File: src/rtl/grid_line_clear.sv
// grid_line_clear: line-clear engine for the dual-port playfield grid memory.
// Scans rows bottom-up; each full row is removed by shifting the rows above it
// down by one and clearing row 0, then the same row is re-scanned.
// Port A is write-only, port B is read-only with one cycle of read latency.
// Optional macro GRID_EMPTY_ROW_EXIT_EN: an all-empty scanned row ends the pass.

module grid_line_clear #(
  parameter int unsigned GRID_W     = 10,
  parameter int unsigned GRID_H     = 20,
  parameter int unsigned DATA_WIDTH = 8,
  parameter int unsigned ADDR_WIDTH = 8,
  parameter int unsigned CNT_W      = 3
) (
  input  logic                  clk_i,
  input  logic                  rst_ni,
  input  logic                  start_i,
  output logic                  busy_o,
  output logic                  done_o,
  output logic [CNT_W-1:0]      lines_cleared_o,
  output logic [ADDR_WIDTH-1:0] mem_addr_a_o,
  output logic [DATA_WIDTH-1:0] mem_data_a_o,
  output logic                  mem_we_a_o,
  output logic [ADDR_WIDTH-1:0] mem_addr_b_o,
  input  logic [DATA_WIDTH-1:0] mem_q_b_i
);

  localparam int unsigned ColW = $clog2(GRID_W + 1);
  localparam int unsigned RowW = (GRID_H > 1) ? $clog2(GRID_H) : 1;

  localparam logic [ColW-1:0]       ColOne    = ColW'(1);
  localparam logic [ColW-1:0]       LastCol   = ColW'(GRID_W - 1);
  localparam logic [ColW-1:0]       WrapCol   = ColW'(GRID_W);
  localparam logic [RowW-1:0]       RowOne    = RowW'(1);
  localparam logic [RowW-1:0]       RowTwo    = RowW'(2);
  localparam logic [RowW-1:0]       BottomRow = RowW'(GRID_H - 1);
  localparam logic [ADDR_WIDTH-1:0] AddrOne   = ADDR_WIDTH'(1);
  localparam logic [CNT_W-1:0]      CntOne    = CNT_W'(1);

  typedef enum logic [2:0] {
    StIdle,
    StScan,
    StCheck,
    StShift,
    StClear,
    StFinish
  } state_e;

  state_e                  state_q, state_d;
  logic [RowW-1:0]         row_q, row_d;
  logic [RowW-1:0]         dst_q, dst_d;
  logic [ColW-1:0]         col_q, col_d;
  logic                    full_q, full_d;
  logic [CNT_W-1:0]        cnt_q, cnt_d;
  logic [ADDR_WIDTH-1:0]   addr_a_q, addr_a_d;
  logic [ADDR_WIDTH-1:0]   addr_b_q, addr_b_d;

  logic q_nz;
  logic row_full;
  logic row_last;
  logic shift_wr;

  function automatic logic [ADDR_WIDTH-1:0] row_base(input logic [RowW-1:0] row);
    return ADDR_WIDTH'(32'(row) * GRID_W);
  endfunction

  assign q_nz = |mem_q_b_i;
  // In CHECK the last column of the row is on q_b, so fold it in combinationally.
  assign row_full = full_q & q_nz;

`ifdef GRID_EMPTY_ROW_EXIT_EN
  logic empty_q, empty_d;
  logic row_empty;
  assign row_empty = empty_q & ~q_nz;
  assign row_last  = (row_q == '0) | row_empty;
`else
  assign row_last  = (row_q == '0);
`endif

  // Shift writes lag reads by one cycle; column 0 of a shifted row is read-only.
  assign shift_wr        = (state_q == StShift) && (col_q != '0);
  assign mem_we_a_o      = shift_wr || (state_q == StClear);
  assign mem_data_a_o    = shift_wr ? mem_q_b_i : '0;
  assign mem_addr_a_o    = addr_a_q;
  assign mem_addr_b_o    = addr_b_q;
  assign busy_o          = (state_q != StIdle) && (state_q != StFinish);
  assign done_o          = (state_q == StFinish);
  assign lines_cleared_o = cnt_q;

  // Next-state logic: sequencing of scan, shift and clear phases plus pointers.
  always_comb begin
    state_d  = state_q;
    row_d    = row_q;
    dst_d    = dst_q;
    col_d    = col_q;
    full_d   = full_q;
    cnt_d    = cnt_q;
    addr_a_d = addr_a_q;
    addr_b_d = addr_b_q;
`ifdef GRID_EMPTY_ROW_EXIT_EN
    empty_d  = empty_q;
`endif
    unique case (state_q)
      StIdle: begin
        if (start_i) begin
          state_d  = StScan;
          row_d    = BottomRow;
          col_d    = '0;
          full_d   = 1'b1;
          cnt_d    = '0;
          addr_b_d = row_base(BottomRow);
`ifdef GRID_EMPTY_ROW_EXIT_EN
          empty_d  = 1'b1;
`endif
        end
      end
      StScan: begin
        // Data for column col_q-1 is returning this cycle.
        if (col_q != '0) begin
          full_d  = full_q & q_nz;
`ifdef GRID_EMPTY_ROW_EXIT_EN
          empty_d = empty_q & ~q_nz;
`endif
        end
        if (col_q == LastCol) begin
          state_d = StCheck;
          col_d   = '0;
        end else begin
          col_d    = col_q + ColOne;
          addr_b_d = addr_b_q + AddrOne;
        end
      end
      StCheck: begin
        if (row_full) begin
          col_d = '0;
          if (row_q == '0) begin
            // Row 0 has nothing above it: clearing alone removes it.
            state_d  = StClear;
            addr_a_d = '0;
          end else begin
            state_d  = StShift;
            dst_d    = row_q;
            addr_b_d = row_base(row_q - RowOne);
            addr_a_d = row_base(row_q);
          end
        end else if (row_last) begin
          state_d = StFinish;
        end else begin
          state_d  = StScan;
          row_d    = row_q - RowOne;
          col_d    = '0;
          full_d   = 1'b1;
          addr_b_d = row_base(row_q - RowOne);
`ifdef GRID_EMPTY_ROW_EXIT_EN
          empty_d  = 1'b1;
`endif
        end
      end
      StShift: begin
        if (col_q == WrapCol) begin
          col_d = '0;
          if (dst_q == RowOne) begin
            state_d  = StClear;
            dst_d    = '0;
            addr_a_d = '0;
          end else begin
            dst_d    = dst_q - RowOne;
            addr_b_d = row_base(dst_q - RowTwo);
            addr_a_d = row_base(dst_q - RowOne);
          end
        end else begin
          col_d = col_q + ColOne;
          if (col_q != LastCol) addr_b_d = addr_b_q + AddrOne;
          if (col_q != '0)      addr_a_d = addr_a_q + AddrOne;
        end
      end
      StClear: begin
        if (col_q == LastCol) begin
          // Re-scan the same row: the rows above have collapsed onto it.
          state_d  = StScan;
          col_d    = '0;
          full_d   = 1'b1;
          addr_b_d = row_base(row_q);
          cnt_d    = (cnt_q == '1) ? cnt_q : cnt_q + CntOne;
`ifdef GRID_EMPTY_ROW_EXIT_EN
          empty_d  = 1'b1;
`endif
        end else begin
          col_d    = col_q + ColOne;
          addr_a_d = addr_a_q + AddrOne;
        end
      end
      StFinish: begin
        state_d = StIdle;
      end
      default: begin
        state_d = StIdle;
      end
    endcase
  end

  // State and datapath registers with asynchronous active-low reset.
  always_ff @(posedge clk_i or negedge rst_ni) begin
    if (!rst_ni) begin
      state_q  <= StIdle;
      row_q    <= '0;
      dst_q    <= '0;
      col_q    <= '0;
      full_q   <= 1'b0;
      cnt_q    <= '0;
      addr_a_q <= '0;
      addr_b_q <= '0;
`ifdef GRID_EMPTY_ROW_EXIT_EN
      empty_q  <= 1'b0;
`endif
    end else begin
      state_q  <= state_d;
      row_q    <= row_d;
      dst_q    <= dst_d;
      col_q    <= col_d;
      full_q   <= full_d;
      cnt_q    <= cnt_d;
      addr_a_q <= addr_a_d;
      addr_b_q <= addr_b_d;
`ifdef GRID_EMPTY_ROW_EXIT_EN
      empty_q  <= empty_d;
`endif
    end
  end

endmodule

File: config.mk
export PLATFORM = sky130hd
export DESIGN_NAME = grid_line_clear
export DESIGN_NICKNAME = d
export VERILOG_FILES = /design/src/rtl/grid_line_clear.sv
export SDC_FILE = /design/constraint.sdc
export NUM_CORES = 1
export LEC_CHECK = 0
export BUFFER_PORTS_ARGS = -buffer_cell sky130_fd_sc_hd__clkbuf_2
export CORE_ASPECT_RATIO = 1.4
export CORE_MARGIN = 1
export CORE_UTILIZATION = 59
export CTS_BUF_LIST = sky130_fd_sc_hd__clkbuf_4 sky130_fd_sc_hd__clkbuf_8 sky130_fd_sc_hd__clkbuf_16
export DETAILED_ROUTE_END_ITERATION = 8
export GPL_ROUTABILITY_DRIVEN = 1
export PLACE_DENSITY_LB_ADDON = 0.05
export SLEW_MARGIN = 30
export SYNTH_ARGS = -nofsm -noshare
export SYNTH_HDL_FRONTEND = slang
export SYNTH_SLANG_ARGS = --single-unit
File: constraint.sdc
create_clock -name clk_i -period 3.5 [get_ports clk_i]
set_clock_uncertainty 0.05 [all_clocks]
set_input_delay 0.525 -clock clk_i [delete_from_list [all_inputs] [get_ports clk_i]]
set_output_delay 0.525 -clock clk_i [all_outputs]
set_load 0.005 [all_outputs]
-- After elaboration in Yosys (flattened, before gate mapping)
Cells that the tools add are included.
- $mul: 4
- reduce and logical (&&, ||, !) cells: 24
- eq/ne operators: 27
- bitwise operators: 1
- $add $sub $neg: 7
- muxes and demuxes: 50
- operator list (operator ; number):
    two-way mux 8 bit ; 14
    one-hot mux 8 bit (5 select lines) ; 1
    two-way mux 5 bit ; 7
    two-way mux 3 bit ; 11
    multiplier 5 x 3 -> 7 bit (second input constant) ; 4
    one-hot mux 8 bit (3 select lines) ; 1
    two-way mux 4 bit ; 5
    one-hot mux 5 bit (2 select lines) ; 2
    inequality test 2 bit (second input constant) ; 9
    adder 8 x 1 -> 8 bit (second input constant) ; 2
    one-hot mux 4 bit (4 select lines) ; 1
    AND reduction 4 bit ; 4
    one-hot mux 3 bit (5 select lines) ; 1
    nonzero test 4 bit ; 3
    subtractor 5 x 1 -> 5 bit (second input constant) ; 2
    equality test 3 bit (second input constant) ; 3
    inequality test 3 bit (second input constant) ; 3
    equality test 4 bit (second input constant) ; 2
    OR reduction 8 bit ; 1
    AND reduction 7 bit ; 1
    equality test 3 x 2 -> 1 bit (second input constant) ; 2
    inequality test 2 x 1 -> 1 bit (second input constant) ; 3
    inequality test 3 x 1 -> 1 bit (second input constant) ; 2
    one-hot mux 3 bit (2 select lines) ; 1
    other kinds (20) ; 28
- word-level logic and storage cells: 121
- output and inout port bits: 30
- input port bits: 11
- flip-flop bits (word level): 37

-- Longest topological paths before layout
Gate-level depths: netlist of run 1.
- word-level depth: 5
- gate-level depth with buffers: 12
- gate-level depth less buffers: 12

-- Worst setup path before layout of run 1
OpenSTA, ideal clock, no wires.
- kind: reg-to-reg
- start point: register dst_q[1]
- end point: register addr_a_q[7], in the netlist mem_addr_a_o[7]
- library setup time: 123 ps
- path slack: 821 ps
- buffers on the path: 0
- clock period less this slack: 2679 ps
- arrival time: 2506 ps
- stages on the path, launching flop included: 13
- required time: 3327 ps
- path through: dfrtp_1 inv_1 ha_1 nor3b_1 xnor2_1 inv_1 ha_1 ha_1 a21o_1 a21oi_1 xor2_1 a211oi_1 o21ai_1
- longest elaborated chain between the ends: 5
- elaborated cells between the ends (all ways): 6
- those cells by class: add/sub (1); mul (1); eq/ne (1); mux (3)
- ends and longest elaborated chain (what ; RTL line ; RTL):
    start: declaration ; 50 ; logic [RowW-1:0] dst_q, dst_d;
    start signal: assignment ; 218 ; dst_q <= dst_d;
    subtractor 5 x 1 -> 5 bit ; 168 ; addr_a_d = row_base(dst_q - RowOne);
    multiplier 5 x 3 -> 7 bit ; 63 ; return ADDR_WIDTH'(32'(row) * GRID_W);
    two-way mux 8 bit * ; 161 ; if (dst_q == RowOne) begin
    two-way mux 8 bit * ; 159 ; if (col_q == WrapCol) begin
    one-hot mux 8 bit (3 select lines) * ; 102 ; unique case (state_q)
    end signal: assignment ; 222 ; addr_a_q <= addr_a_d;
    end: declaration ; 54 ; logic [ADDR_WIDTH-1:0] addr_a_q, addr_a_d;
Mark *: on every way between the ends. The rest lies on a longest branch, timed or not.
A chain may end at the register's enable or synchronous reset.

-- Worst setup path after layout of run 1
- start point: register row_q[0]
- end point: register addr_b_q[7], in the netlist mem_addr_b_o[7]
- longest elaborated chain between the ends: 4
- elaborated cells between the ends (all ways): 9
- those cells by class: add/sub (1); mul (2); eq/ne (1); mux (3); reduce/logical (2)
- ends and longest elaborated chain (what ; RTL line ; RTL):
    start: declaration ; 49 ; logic [RowW-1:0] row_q, row_d;
    start signal: assignment ; 217 ; row_q <= row_d;
    subtractor 5 x 1 -> 5 bit ; 142, 152 ;
    multiplier 5 x 3 -> 7 bit ; 63 ;
    two-way mux 8 bit ; 135, 145 ;
    one-hot mux 8 bit (5 select lines) ; 102 ;
    end signal: assignment ; 223 ; addr_b_q <= addr_b_d;
    end: declaration ; 55 ; logic [ADDR_WIDTH-1:0] addr_b_q, addr_b_d;
Parallel ways exist; a longest one is shown, timed or not. The select of a mux whose other input is x is not followed.

==> results of run 1 <==
==> sequential cells by signal, summed over array words and instances (netlist names) <==
register and count:
full_q 1, lines_cleared_o 3, state_q 3, mem_addr_b_o 8
dst_q 5, row_q 5, col_q 4, mem_addr_a_o 8
==> power groups by stage <==
stage	logic (mW)	clock network, mW	registers, mW
2_1_floorplan	1.93	0	0.760
6_report	2.39	0.453	0.881
3_5_place_dp	2.38	0	0.883
4_1_cts	2.40	0.456	0.873
3_3_place_gp	2.34	0	0.870
5_1_grt	2.71	0.475	0.918
==> per-layer routing <==
layer | vias up | GRT usage | share of wire | wire [µm]
li1 | 1461 | - | - | -
met1 | 1502 | 0.379 | 0.42 | 3450
met2 | 86 | 0.522 | 0.52 | 4350
met3 | 17 | 0.0377 | 0.039 | 325
met4 | 0 | 0.0924 | 0.021 | 172
met5 | - | 0 | 0 | 0
==> worst register-to-register path: stages (launching register included) <==
cell and delay [ps]:
dfrtp_1 450, inv_1 160, ha_1 250, nor3b_1 260, xnor2_1 200, inv_1 100
ha_1 200, ha_1 340, a21oi_1 200, nand2_1 80, nand3_1 80, a31oi_1 110
o32a_1 360
==> worst max-delay path by stage <==
| stage | depth (start not counted) | startpoint | slack (ps) | to |
|---|---|---|---|---|
| finish | 12 | row_q[0] | 560 | mem_addr_b_o[7] |
| CTS | 12 | row_q[0] | 570 | mem_addr_b_o[6] |
| global placement | 12 | dst_q[0] | 680 | mem_addr_a_o[7] |
| floorplan | 12 | dst_q[1] | 820 | mem_addr_a_o[7] |
| detailed placement | 12 | row_q[0] | 580 | mem_addr_b_o[6] |
| global route | 12 | dst_q[0] | 300 | mem_addr_a_o[7] |
==> kinds of logic (layout without fill, tap and decap cells) <==
logic type	after synthesis	count (layout)	share of synthesized area
mux	5	5	0.0156
xor+xnor	17	17	0.0443
simple gates	125	125	0.228
buf+inv	33	69	0.0461
compound gates	117	117	0.244
fa+ha+maj	37	37	0.147
flops	37	37	0.275
==> through the flow <==
stage | worst slack (ps) | std cells | instance area (µm²)
finish | 556 | 475 | 3720
global route | 299 | 475 | 3720
CTS | 567 | 475 | 3720
detailed placement | 577 | 467 | 3590
global placement | 678 | 467 | 3590
floorplan | 821 | 371 | 3360
==> placed cells by master (no fill, tap or decap), types with 3 or more instances in the layout <==
cell      count
nor2b_1       9
o21ai_1      11
ha_1         33
a21o_1        6
a22oi_1       4
nand2_1      22
nor3b_1       6
a31oi_1       5
o31ai_1       5
and3_1        8
xnor2_1       7
nor3_1        5
dfrtp_1      37
nand2b_1      4
fa_1          4
o21ai_0      23
xor2_1       10
mux2i_1       3
a22o_1        4
or3_1         3
a221oi_1      5
o311a_1       3
clkbuf_2     39
clkbuf_8      5
nor2_1       17
buf_4         5
a21oi_1      15
inv_1        17
and2_1       10
o22ai_1       7
nor4_1        3
nand3_1      10
nand4_1       5
==> area by class of cell <==
type                    instances  area share
clock buffers                   5      0.0185
clock inverters                 3      0.0175
inverters                      17      0.0171
repair buffers                 44      0.0625
well taps                      68      0.0228
multi-input cells             301       0.613
flip-flops and latches         37       0.249
==> results.txt, run 1 <==
The fraction of registers with async set/reset came out at 1.00. In the final layout, flip-flops and latches occupy 926 µm². In this run the core area contains 32 standard-cell rows. The count of buffers added by post-CTS timing repair for setup was 0; the number of buffers added to fix hold violations after cts was 0. The final count of hold timing violations is 0, and the total routing resource utilization after global routing is 0.302. The post-synthesis sequential area ratio is 0.275.

dfrtp_1 takes more of the synthesized area than any other cell. The leakage power figure was 1.73 nW; the register-to-register path setup slack was 560 ps. In the final timing run, aggregate negative setup slack is 0 ps. Compared with the post-synthesis result, the final layout area differs by 10.7%. The first global-routing pass estimated 14100 µm of wire. The internal portion of the total power is 1.95 mW. In this design, the stage delay of the slowest critical-path cell is 450 ps. The clock-pin transition on the worst setup and hold timing paths is 80 ps, and the worst-case reg-to-reg path depth is 12.

The tools report the number of buffers between clock root and the deepest sink as 2. The total of fill cells in the finished design is 477. By startpoint and endpoint, the worst setup path is classified as flip-flop to flip-flop. The total chip power was 3.72 mW; the total setup violations reported at the end of the flow was 0. The overflow left after global routing came out at 0. After detailed routing, the number of vias per cell comes to 6.45.

The maximum fanout along the worst path came out at 6. The fraction of final layout cells with drive strength greater than 1 works out to 0.201. Routability-driven placement finished with a final weighted congestion of 0.908. Sorting the synthesized cells by how often they occur yields dfrtp_1, ha_1, o21ai_0. For the number of pins exceeding their max-slew limit in the final report, the log shows 0. The tools report the total net switching power as 1.77 mW. For the clock power share, the log shows 0.122.

The I/O pin count is 41. Power density of the placed cells: 1000 nW/µm². For the peak supply drop, the log shows 0.627 mV. The tools report the worst slack on hold paths as 144 ps. The root cell of the clock tree was clkbuf_8. The kind of launch point of the worst setup path is a flip-flop.

The H-tree depth was 2. After detailed routing, the number of remaining DRC violations is 0. Category of cells accounting for the largest share of critical-path delay: adder cells.

The run gives 0.613 as the starting utilization of the core area. The logs give 0.237 for the proportion of power drawn by flip-flops and latches and 0 for the initial antenna violation count. Ranked by total cell area, the synthesized netlist is headed by dfrtp_1, ha_1, o21ai_0. The run gives 0.679 as the end-of-flow core utilization. In this run the worst hold path is classified as input port to asynchronous set/reset pin. The floorplan step defined a die boundary enclosing 6010 µm².

The final net count was 454. The startpoint identified for the worst register-to-register timing path is row_q[0]. Wires add up to 8300 µm.

The number of unique standard cell types used by synthesis came out at 74. The die span in y is 91.3 µm. The area share of the largest cell type after synthesis was 0.275; the combinational cell fraction of total power was 0.642. The largest individual stage delay along the critical path comes from the cell dfrtp_1.

Traced cell by cell, the critical path runs through inv_1 > ha_1 > nor3b_1 > xnor2_1 > inv_1 > ha_1 > ha_1 > a21oi_1 > nand2_1 > nand3_1 > a31oi_1 > o32a_1. Setup repair after global routing left no endpoint under its margin. For this run, the top clock speed supported by timing is 0.340 GHz. The post-route fraction of the period consumed by the critical path is 0.841, and the worst relative slew slack is 0.530.

Synthesis produced a netlist with a net count of 419. The via count of the first global-routing pass came out at 2873. TritonCTS built the clock tree.

Synthesis produced 371 cells. The tools report the pin count of the biggest net entering global routing as 38. The run gives 4 as the detailed-routing iteration count for the pre-antenna-repair pass. The tools report the detailed router's first-iteration violation count as 183. The count of buffers inserted at the top-level ports works out to 40. The most common cell in the synthesized netlist is dfrtp_1.

The latest clock arrival within the worst-skew pair came out at 300 ps. The library cell appearing most often on the critical path is ha_1. The area used by multi-input combinational logic came out at 2280 µm².

The number of antenna diodes in the final layout is 0. Once detail routing completed, the nets flagged for antenna violations numbered 0. The die is 65.8 µm wide. In this run the critical register-to-register path is captured at mem_addr_b_o[7]. Counting both buffers and inverters, the worst setup path holds a total of 2.

The core region is 5490 µm². Gates resized during post-CTS repair numbered 0. The total number of vias is 3066, and the slew of the pin with the lowest slew margin is 701 ps. For the worst setup path, the data required time is 3630 ps.

The run finished with clean final reports. The dominant synthesized flop cell is dfrtp_1. The final critical-path required period came out at 2940 ps.

After legalization and detailed placement, the total HPWL measured 6330 µm. Counting flops and latches in the post-synthesis netlist gives 37. During synthesis, Yosys emitted a total of 0 warnings. The tree built by TritonCTS fans out to 37 sinks. In this run, synthesis inferred 0 flip-flops with an integrated enable.

The wire length per cell after detailed routing came out at 17.5 µm. The critical path capture point type was a flip-flop. In this run, CTS created clock tree buffers numbering 5. The worst endpoint data arrival time was 3070 ps. The count of max-cap constraint violations was 0; the mean instance size in the synthesized netlist was 9.07 µm². The switching fraction of total power was 0.475. The total standard cell area after synthesis came out at 3360 µm².
(Power assumes the default switching activity.)
==> run 2: changes to the inputs <==
ABC_AREA = 1   (was unset)
CORE_UTILIZATION = 53   (was 59)
clock period = 2.62 ns   (was 3.5 ns; I/O delays follow)
==> results.txt, run 2 <==
The H-tree depth was 2 (unchanged); the post-route fraction of the period consumed by the critical path was 0.949 (was 0.841). The number of sinks on the clock net is 37 (unchanged). The internal portion of total power is 2.63 mW (was 1.95 mW). The run finished with clean final reports. The area of the die is 6520 µm² (was 6010 µm²), and the post-synthesis sequential element count is 37 (unchanged). The number of synthesized flops with an enable pin was 0 (unchanged); the core box area was 5900 µm² (was 5490 µm²). The tools report the synthesized netlist net count as 524 (was 419). Most numerous cell types in the synthesized netlist: nand2_1, inv_1, nand3_1 (was dfrtp_1, ha_1, o21ai_0).

The via count of the first global-routing pass was 3024 (was 2873). For the data required time at the worst endpoint, the log shows 2770 ps (was 3630 ps). The number of buffers inserted during clock tree synthesis was 5 (unchanged). The fraction of registers with async set/reset was 1.00 (unchanged). TritonCTS built the clock tree.

The power density of the placed cells was 1430 nW/µm² (was 1000 nW/µm²); the pin count of the biggest net entering global routing was 38 (unchanged). Highest clock frequency the design can meet: 0.402 GHz (was 0.340 GHz). The leading cell type by number of instances after synthesis is nand2_1 (was dfrtp_1). The remaining antenna violation count is 0 (unchanged), and the worst relative slew slack is 0.642 (was 0.530). The total standard cell area after synthesis is 3280 µm² (was 3360 µm²), and the initial antenna violation count is 0 (unchanged). The slew of the pin with the lowest slew margin was 536 ps (was 701 ps); the final weighted congestion of routability-driven global placement was 0.936 (was 0.908). The area share of the largest cell type after synthesis came out at 0.282 (was 0.275). Critical path, cell by cell: inv_4 > nand3_1 > xor2_2 > ha_1 > ha_1 > fa_1 > xnor2_1 > o21ai_1 > a21oi_1 > o21ai_0 > nand2_1 > nand2_1 (was inv_1 > ha_1 > nor3b_1 > xnor2_1 > inv_1 > ha_1 > ha_1 > a21oi_1 > nand2_1 > nand3_1 > a31oi_1 > o32a_1). The run gives -28.6 ps (was 577 ps) as the pre-CTS setup slack.

The type of the worst setup path is flip-flop to flip-flop (unchanged). The switching fraction of total power was 0.515 (was 0.475). The detailed-routing iteration count for the pre-antenna-repair pass was 5 (was 4); the first-pass GRT wire length was 13600 µm (was 14100 µm). The tools report the smallest setup slack after layout as 135 ps (was 556 ps).

The combinational cell fraction of total power is 0.697 (was 0.642). Fraction of final layout cells with drive strength greater than 1: 0.176 (was 0.201). For the detailed router's first-iteration violation count, the log shows 146 (was 183). The category of cells accounting for the largest share of critical-path delay was adder cells (unchanged). The final count of hold timing violations was 0 (unchanged). The run gives 0 (unchanged) as the count of max-cap constraint violations. The root cell of the clock tree is clkbuf_8 (unchanged). The leakage power figure is 2.12 nW (was 1.73 nW), and the number of pins exceeding their max-slew limit in the final report is 0 (unchanged).

The run gives 0.099 (was 0.122) as the clock power share. The final net count is 576 (was 454). Clock-pin transition on the worst setup and hold timing paths: 80 ps (about the same). The number of buffers between clock root and the deepest sink was 2 (unchanged); the wire length per cell after detailed routing was 14.1 µm (was 17.5 µm). The total setup violations reported at the end of the flow was 0 (unchanged).

The tools report the kind of launch point of the worst setup path as a flip-flop (unchanged). Library cell occupying the most area in the post-synthesis netlist: dfrtp_1 (unchanged). The die span in y was 95.1 µm (was 91.3 µm).

The run gives 0.282 (was 0.275) as the post-synthesis sequential area ratio. The most frequent standard cell in the layout excluding fill and tap cells is nand2_1 (was clkbuf_2). Setup repair after global routing could not meet its margin everywhere.

Dominant synthesized flop cell: dfrtp_1 (unchanged). The maximum fanout along the worst path was 4 (was 6). The area overhead of the layout relative to synthesis works out to 15.6% (was 10.7%).

The logs give 3790 µm² (was 3720 µm²) for the post-route cell area and 0.203 (was 0.237) for the proportion of power drawn by flip-flops and latches. The logs give 33 (was 32) for the number of placement rows and 3590 µm² (about the same) for the area after detailed placement. The total routing resource utilization after global routing was 0.282 (was 0.302); the number of inserted diodes was 0 (unchanged). Highest cell delay on the worst timing path: 460 ps (was 450 ps).

The worst slack on hold paths is 45.6 ps (was 144 ps), and the I/O pin count is 41 (unchanged). For the worst endpoint data arrival time, the log shows 2630 ps (was 3070 ps). The final critical-path required period was 2490 ps (was 2940 ps); the average vias per placed instance was 5.51 (was 6.45). The run gives 8450 µm (was 8300 µm) as the total detailed-routing wirelength. Standard cell with the maximum stage delay on the critical path: dfrtp_2 (was dfrtp_1). The total buffers and inverters traversed by the critical path is 1 (was 2), and the post-synthesis cell count is 476 (was 371). The total net switching power came out at 2.80 mW (was 1.77 mW). The latest clock arrival within the worst-skew pair is 300 ps (about the same), and the starting utilization of the core area is 0.556 (was 0.613). The count of buffers inserted at the top-level ports is 40 (unchanged). Main area contributors after synthesis: dfrtp_1, nand2_1, ha_1 (was dfrtp_1, ha_1, o21ai_0).

For the yosys synthesis warning count, the log shows 0 (unchanged). The tools report the number of unique standard cell types used by synthesis as 29 (was 74). Mean instance size in the synthesized netlist: 6.89 µm² (was 9.07 µm²).

The tools report the total number of vias as 3303 (was 3066). The run gives 0 (unchanged) as the final routed DRC violation total. Most frequent cells in the layout: nand2_1, inv_1, nand3_1, nor2_1, clkbuf_2 (was clkbuf_2, dfrtp_1, ha_1, o21ai_0, nand2_1).

Critical path capture point type: a flip-flop (unchanged). The overflow left after global routing is 0 (unchanged). The tools report the peak supply drop as 0.688 mV (was 0.627 mV).

The run gives 6640 µm (was 6330 µm) as the placed wire-length estimate. The width of the die was 68.5 µm (was 65.8 µm). The class of the most critical hold timing path was input port to asynchronous set/reset pin (unchanged).
-- run 2: changes by cell type after synthesis, sizes merged, moves of 8 or more --
cell,before,now
nand2,22,142
and3,8,0
nor2b,9,0
buf,15,2
nor3b,8,0
inv,17,66
and2,10,0
nor2,19,50
nand3,10,47
-- run 2: cell families after synthesis --
family	synth area share
buffers and inverters	0.0808
adders and majority gates	0.150
and+or+nand+nor	0.339
DFF	0.282
AOI/OAI and AO/OA	0.108
xor gates and xnor gates	0.0400
-- run 2: path summary, 6_finish.rpt --
check | startpoint | endpoint | slack [ps] | cells past startpoint
setup / recovery | row_q[1] | mem_addr_b_o[6] | 130 | 12
hold / removal | rst_ni | mem_addr_b_o[2] | 50 | 1
setup reg to reg | row_q[1] | mem_addr_b_o[6] | 130 | 12
hold reg to reg | lines_cleared_o[1] | lines_cleared_o[1] | 480 | 2
max in group asynchronous | rst_ni | row_q[2] | 2080 | 1
min in group clk_i | lines_cleared_o[1] | lines_cleared_o[1] | 480 | 2
-- run 2: per-layer routing --
layer / up-vias / share of wire / track usage
met5: - / 0 / 0
met4: 0 / 0.020 / 0.0868
met3: 16 / 0.035 / 0.0299
met2: 82 / 0.52 / 0.509
met1: 1556 / 0.43 / 0.338
li1: 1649 / - / -
-- run 2: repair_timing --
action	CTS	global route
setup endpoints to repair	1	6
pin swaps	1	1
hold buffers	0	0
gates resized for setup	7	11
buffers inserted	1	2
-- run 2: power by group through the flow --
stage | Combinational, mW | Clock (mW) | Sequential, mW
5_1_grt | 4.34 | 0.564 | 1.16
3_5_place_dp | 3.63 | 0 | 1.10
3_3_place_gp | 3.55 | 0 | 1.09
2_1_floorplan | 2.63 | 0 | 1.06
6_report | 3.79 | 0.539 | 1.11
4_1_cts | 3.71 | 0.551 | 1.09
-- run 2: cell type report --
| cell class | count | area [µm²] |
|---|---|---|
| Clock buffer | 7 | 90.1 |
| Clock inverter | 1 | 30.0 |
| Fill cell | 567 | 2110 |
| Inverter | 66 | 250 |
| Multi-Input combinational cell | 370 | 2140 |
| Sequential cell | 37 | 930 |
| Tap cell | 70 | 87.6 |
| Timing Repair Buffer | 48 | 263 |
-- run 2: per-stage QoR --
stage | instances | power (mW) | setup TNS (ps) | util
after floorplan | 476 | 3.69 | 0 | -
after global placement | 588 | 4.64 | 0 | 0.608
after detailed placement | 588 | 4.73 | -28.6 | 0.608
after CTS | 597 | 5.36 | 0 | 0.635
after global routing | 599 | 6.06 | -5.06 | 0.643
final | 599 | 5.43 | 0 | 0.643
